`config.mk`:
```
export PLATFORM = sky130hd
export DESIGN_NAME = fc_ibuf
export DESIGN_NICKNAME = d
export VERILOG_FILES = /design/src/rtl/cim_pkg.sv /design/src/rtl/ibuf_bitplane_mux.sv /design/src/rtl/fc_ibuf.sv
export SDC_FILE = /design/constraint.sdc
export NUM_CORES = 2
export LEC_CHECK = 0
export BUFFER_PORTS_ARGS = -buffer_cell sky130_fd_sc_hd__buf_4
export CAP_MARGIN = 10
export CORE_MARGIN = 2
export CORE_UTILIZATION = 60
export CTS_CLUSTER_SIZE = 12
export DETAILED_ROUTE_END_ITERATION = 10
export PLACE_DENSITY = 0.77
export SYNTH_ARGS = -nofsm -noshare
export SYNTH_HDL_FRONTEND = slang
export SYNTH_SLANG_ARGS = --single-unit
```
`constraint.sdc`:
```
create_clock -name clk -period 6.1 [get_ports clk]
set_clock_uncertainty 0.1 [all_clocks]
set_input_delay 1.22 -clock clk [delete_from_list [all_inputs] [get_ports clk]]
set_output_delay 1.22 -clock clk [all_outputs]
set_load 0.005 [all_outputs]
```
`src/rtl/cim_pkg.sv`:
```
// Shared CIM definitions: input-buffer FSM state type and the geometry
// helpers that fix how producer lanes map onto crossbar rows.
package cim_pkg;

   typedef enum logic [1:0] {
      s_ibuf_fill   = 2'd0,
      s_ibuf_full   = 2'd1,
      s_ibuf_stream = 2'd2
   } t_ibuf_state;

   function automatic int ceil_div(input int num, input int den);
      return (num + den - 1) / den;
   endfunction

   // Elements carried by one lane group: one crossbar row per activation bit.
   function automatic int calc_elements_per_tile(input int xbar_size, input int data_size);
      return xbar_size / data_size;
   endfunction

   // Write beats needed to cover every element of a lane group.
   function automatic int calc_num_addr(input int elements_per_tile, input int num_channels);
      return ceil_div(elements_per_tile, num_channels);
   endfunction

   // Crossbar tiles stacked vertically to hold the whole input vector.
   function automatic int calc_v_cim_tiles(input int input_neurons, input int xbar_size);
      return ceil_div(input_neurons, xbar_size);
   endfunction

endpackage

```
`src/rtl/ibuf_bitplane_mux.sv`:
```
// Selects one bit of every stored activation and lays the result out as a
// [tile][row] bit-plane for the crossbars. Output is forced to zero when
// no plane is being presented.
module ibuf_bitplane_mux #(
   parameter int DATA_SIZE   = 8,
   parameter int V_CIM_TILES = 2,
   parameter int XBAR_SIZE   = 256,
   parameter int BW          = (DATA_SIZE > 1) ? $clog2(DATA_SIZE) : 1
) (
   input  logic [V_CIM_TILES*XBAR_SIZE-1:0][DATA_SIZE-1:0] store_i,
   input  logic [BW-1:0]                                   bit_i,
   input  logic                                            en_i,
   output logic [V_CIM_TILES-1:0][XBAR_SIZE-1:0]           plane_o
);

   // Element t*XBAR_SIZE+r drives row r of tile t.
   always_comb begin
      plane_o = '0;
      for (int t = 0; t < V_CIM_TILES; t++) begin
         for (int r = 0; r < XBAR_SIZE; r++) begin
            plane_o[t][r] = en_i & store_i[t*XBAR_SIZE + r][bit_i];
         end
      end
   end

endmodule

```
`src/rtl/fc_ibuf.sv`:
```
// Input buffer for a fully-connected CIM layer. Collects one input vector
// from the previous layer's lane groups, then streams it to the crossbars
// as DATA_SIZE bit-planes, LSB first, one plane per cycle.
//
// Handshakes: upstream may write a beat whenever o_ready=1 and
// i_write_enable=1 in the same cycle; beats offered while o_ready=0 are
// dropped silently. Downstream starts a stream by holding i_cim_ready=1
// for one cycle while the buffer is full; after that the crossbars must
// take one plane per cycle with no back-pressure while o_cim_valid=1.
module fc_ibuf
   import cim_pkg::*;
#(
   parameter  int DATA_SIZE         = 8,
   parameter  int INPUT_NEURONS     = 512,
   parameter  int XBAR_SIZE         = 256,
   parameter  int PREV_H_CIM_TILES  = 16,
   parameter  int NUM_CHANNELS      = 1,
   localparam int ELEMENTS_PER_TILE = calc_elements_per_tile(XBAR_SIZE, DATA_SIZE),
   localparam int NUM_ADDR          = calc_num_addr(ELEMENTS_PER_TILE, NUM_CHANNELS),
   localparam int V_CIM_TILES       = calc_v_cim_tiles(INPUT_NEURONS, XBAR_SIZE),
   localparam int BW                = (DATA_SIZE > 1) ? $clog2(DATA_SIZE) : 1
) (
   input  logic                                                     clk,
   input  logic                                                     rst,
   input  logic [PREV_H_CIM_TILES-1:0][NUM_CHANNELS-1:0][DATA_SIZE-1:0] i_data,
   input  logic                                                     i_write_enable,
   output logic                                                     o_ready,
   input  logic                                                     i_cim_ready,
   output logic                                                     o_cim_start,
   output logic                                                     o_cim_valid,
   output logic [V_CIM_TILES-1:0][XBAR_SIZE-1:0]                    o_cim_data,
   output logic [BW-1:0]                                            o_cim_bit,
   output logic                                                     o_cim_last,
   output t_ibuf_state                                              o_state
);

   localparam int NUM_ELEMS = V_CIM_TILES * XBAR_SIZE;
   localparam int AW        = (NUM_ADDR > 1) ? $clog2(NUM_ADDR) : 1;

   t_ibuf_state                          state_q, state_d;
   logic [AW-1:0]                        ptr_q, ptr_d;
   logic [BW-1:0]                        bit_q, bit_d;
   logic [NUM_ELEMS-1:0][DATA_SIZE-1:0]  mem_q, mem_d;
   logic                                 wr_accept;
   logic                                 last_beat;
   logic                                 last_plane;
   logic                                 cim_valid;

   assign wr_accept  = (state_q == s_ibuf_fill) && i_write_enable;
   assign last_beat  = (ptr_q == AW'(NUM_ADDR - 1));
   assign last_plane = (bit_q == BW'(DATA_SIZE - 1));

   // State register; reset aborts any fill or stream immediately.
   always_ff @(posedge clk or negedge rst) begin
      if (!rst) begin
         state_q <= s_ibuf_fill;
      end else begin
         state_q <= state_d;
      end
   end

   // Next state: fill until the last beat, wait for the crossbars, stream.
   always_comb begin
      state_d = state_q;
      unique case (state_q)
         s_ibuf_fill:   if (wr_accept && last_beat) state_d = s_ibuf_full;
         s_ibuf_full:   if (i_cim_ready)            state_d = s_ibuf_stream;
         s_ibuf_stream: if (last_plane)             state_d = s_ibuf_fill;
         default:                                   state_d = s_ibuf_fill;
      endcase
   end

   // Outputs decoded from registered state and counters only.
   always_comb begin
      o_ready     = 1'b0;
      cim_valid   = 1'b0;
      o_cim_start = 1'b0;
      o_cim_last  = 1'b0;
      unique case (state_q)
         s_ibuf_fill: o_ready = 1'b1;
         s_ibuf_stream: begin
            cim_valid   = 1'b1;
            o_cim_start = (bit_q == '0);
            o_cim_last  = last_plane;
         end
         default: ;
      endcase
   end

   assign o_cim_valid = cim_valid;
   assign o_cim_bit   = bit_q;
   assign o_state     = state_q;

   // Write pointer advances per accepted beat; plane counter per streamed plane.
   always_comb begin
      ptr_d = ptr_q;
      bit_d = bit_q;
      if (wr_accept) begin
         ptr_d = last_beat ? '0 : ptr_q + 1'b1;
      end
      if (state_q == s_ibuf_full) begin
         bit_d = '0;
      end
      if (state_q == s_ibuf_stream) begin
         bit_d = last_plane ? '0 : bit_q + 1'b1;
         if (last_plane) ptr_d = '0;
      end
   end

   // Storage write: each element has exactly one (lane group, beat, channel)
   // source. Elements past INPUT_NEURONS are never written, so they stay
   // zero and act as padding rows in the last tile.
   always_comb begin
      mem_d = mem_q;
      for (int e = 0; e < NUM_ELEMS; e++) begin
         if ((e < INPUT_NEURONS) && ((e / ELEMENTS_PER_TILE) < PREV_H_CIM_TILES)) begin
            if (wr_accept && (ptr_q == AW'((e % ELEMENTS_PER_TILE) / NUM_CHANNELS))) begin
               mem_d[e] = i_data[e / ELEMENTS_PER_TILE][(e % ELEMENTS_PER_TILE) % NUM_CHANNELS];
            end
         end
      end
   end

   // Pointer, plane counter and storage registers.
   always_ff @(posedge clk or negedge rst) begin
      if (!rst) begin
         ptr_q <= '0;
         bit_q <= '0;
         mem_q <= '0;
      end else begin
         ptr_q <= ptr_d;
         bit_q <= bit_d;
         mem_q <= mem_d;
      end
   end

   ibuf_bitplane_mux #(
      .DATA_SIZE   (DATA_SIZE),
      .V_CIM_TILES (V_CIM_TILES),
      .XBAR_SIZE   (XBAR_SIZE),
      .BW          (BW)
   ) u_mux (
      .store_i (mem_q),
      .bit_i   (bit_q),
      .en_i    (cim_valid),
      .plane_o (o_cim_data)
   );

endmodule

```
==> impl_metrics.yaml <==
status:
  status: "completed"
detailed_routing:
  drtPass1Iterations: 6
  drtAntennaViolNets: 0
  num_vias: 113000
  drc_errors: 0
  drt_iter0_markers: 9461
  avgViaCountPerCell: 6.60
  wl_per_cell_um: 30.7
  drt-total-wl_um: 525000
logic_synthesis:
  ys_top_cells_by_area: "dfrtp_1, mux2_2, mux4_2"
  synth_cells: 12700
  yosysTopAreaCell: "dfrtp_1"
  synth-edff-count: 0
  synth_nets: 12800
  synth_area_sq_um: 187000
  yosysWarnings: 0
  ys_seq_area_frac: 0.551
  synth_common_cells: "mux2_2, dfrtp_1, clkbuf_1"
  yosysUniqueCellTypes: 33
  synth_most_common_cell: "mux2_2"
  syn_area_per_cell_sq_um: 14.7
  yosysTopAreaCellShare: 0.551
  synth_flop_cell: "dfrtp_1"
  ys_async_sr_fraction: 1.00
  ys_ff_latch: 4106
setup_path:
  crit_arrival_ns: 4.17
  cp_slowest_cell: "nor2_1"
  worstPathMaxFanout: 38
  crit_path_end_kind: "output pin"
  required_ns: 4.78
  cpMostUsedCell: "buf_12"
  path_cells: "nand2_4 > buf_12 > buf_12 > buf_12 > o22ai_1 > nor2_1 > buf_4"
  worst_setup_path_start_kind: "flip-flop"
  max_stage_delay_ns: 0.72
  crit_type: "flip-flop to output pin"
clocking:
  root_buffer: "clkbuf_16"
  cts_tree: "built"
  cts_resized: 0
  clk_latency_ns: 0.95
  post_cts_buffers: 0
  cts_max_level: 5
  cts_buffers: 423
  ctsHoldBuffers: 0
  cts_max_path_buffers: 4
  cts.clk_slew.worst_paths_ns: 0.06
  clock-sinks: 4106
sta:
  max_slew_margin: 0.223
  tns_ns: 0
  min_period_ns: 5.49
  worst_pin_slew_ns: 1.16
  whs_ns: 0.224
  setup_ws_ns: 0.614
  rsz0062_at_grt: "false"
  slew_violations: 0
  setup_viol: 0
  finalCritPeriodShare: 0.899
  hold_viol_final: 0
  max_freq_mhz: 182
grt:
  track_usage: 0.333
  grt_pass1_vias: 123000
  grt_pass1_wl_um: 791000
  grt_max_degree: 185
  gr-total-overflow: 0
  grt_antenna_before_repair: 28
die:
  io_pins: 653
  die_area_sq_um: 315000
  die_h_um: 562
  die_w_um: 562
  start_util: 0.604
  placementRows: 204
  core_area_sq_um: 309000
layout:
  fillCellCount: 20900
  multi_input_comb_area_sq_um: 77700
  fin_util: 0.670
  regArea_sq_um: 103000
  nets: 12800
  drive_gt1_frac: 0.551
  synthToLayoutAreaGrowth_pct: 11.0
pwr:
  p_leak_nw: 96.3
  power_density_nw_per_um2: 431
  total_power_mw: 89.2
  peakVddDrop_uv: 337
placement:
  dp_hpwl_um: 303000
  gp_congestion: 0.798
  io_buffers: 652
  preCtsSetupSlack_ns: 1.60
run:
  drv_cap: 0
hold_path:
  min_path_type: "input pin to async pin"
==> metrics by stage <==
stage | instance area, sq um | instances
3_5_place_dp | 194000 | 16400
5_1_grt | 207000 | 17100
6_report | 207000 | 17100
3_3_place_gp | 194000 | 16400
4_1_cts | 207000 | 17100
2_1_floorplan | 187000 | 12700
==> per-layer routing <==
layer	wire [um]	vias up	GRT usage
met5	76	-	0
met3	40700	979	0.0625
met1	213000	61700	0.454
met4	23100	12	0.138
met2	248000	4341	0.531
li1	-	46000	-
==> report_power, final <==
part           leakage (nW)  switching (mW)  internal [mW]
clock network          6.57            10.8           14.4
logic                  34.9            10.3           13.0
registers              54.8            4.51           36.2
total                  96.3            25.6           63.5
==> path summary, 6_finish.rpt <==
| kind | slack, ns | startpoint | endpoint | cells past startpoint |
|---|---|---|---|---|
| setup reg to reg | 1.72 | o_state[1] | mem_q[3778] | 6 |
| hold / removal | 0.22 | rst | mem_q[3344] | 1 |
| min in group clk | 0.40 | mem_q[295] | mem_q[295] | 1 |
| max in group asynchronous | 3.88 | rst | mem_q[3427] | 3 |
| setup / recovery | 0.61 | o_cim_bit[0] | o_cim_data[3] | 7 |
| hold reg to reg | 0.40 | mem_q[295] | mem_q[295] | 1 |
==> critical path, delay by kind of cell, from the launching register on <==
family,cells,cell delay (ns)
flops,1,0.71
buf+inv,4,1.03
simple gates,2,1.29
compound gates,1,0.12
==> logic make-up after synthesis <==
kind of cell / after synthesis / share of synthesized area
adders and majority gates: 14 / 0.000939
muxes: 5634 / 0.371
xor gates and xnor gates: 1 / 0.0000469
DFF: 4106 / 0.551
AOI/OAI and AO/OA: 1034 / 0.0312
and+or+nand+nor: 579 / 0.0122
buffers and inverters: 1302 / 0.0340
==> state kept, by name, indices dropped and copies added (netlist names) <==
name / cells
mem_q: 4096
ptr_q: 5
o_state: 2
o_cim_bit: 3
==> layout by cell type, fill, tap and decap left out, types with 2 or more instances in the layout <==
cell and n:
nand3_1 6, a21oi_1 4, clkbuf_1 127, nor3_2 2
clkinv_2 44, nand3_4 2, ha_1 13, and3_1 2
o22ai_1 512, buf_12 104, nand4_1 3, o21ai_0 516
or2_4 2, dfrtp_4 3, bufinv_16 9, dfrtp_1 4103
or3_4 2, diode_2 7, mux4_2 512, clkinv_8 6
buf_4 783, inv_16 2, clkinvlp_4 2, clkinv_16 8
inv_6 6, clkbuf_8 89, inv_1 9, mux2_2 5122
nand2b_1 4, nor2_1 513, clkbuf_16 429, nand2_1 6
nor2_4 24, nand4b_1 4
==> layout make-up <==
type | instances | area share
Antenna cell | 7 | 0.0000846
Clock buffer | 645 | 0.0601
Clock inverter | 79 | 0.00462
Inverter | 9 | 0.000163
Multi-Input combinational cell | 7262 | 0.375
Sequential cell | 4106 | 0.496
Tap cell | 4120 | 0.0249
Timing Repair Buffer | 888 | 0.0386
Power figures use the tool's default switching activity.
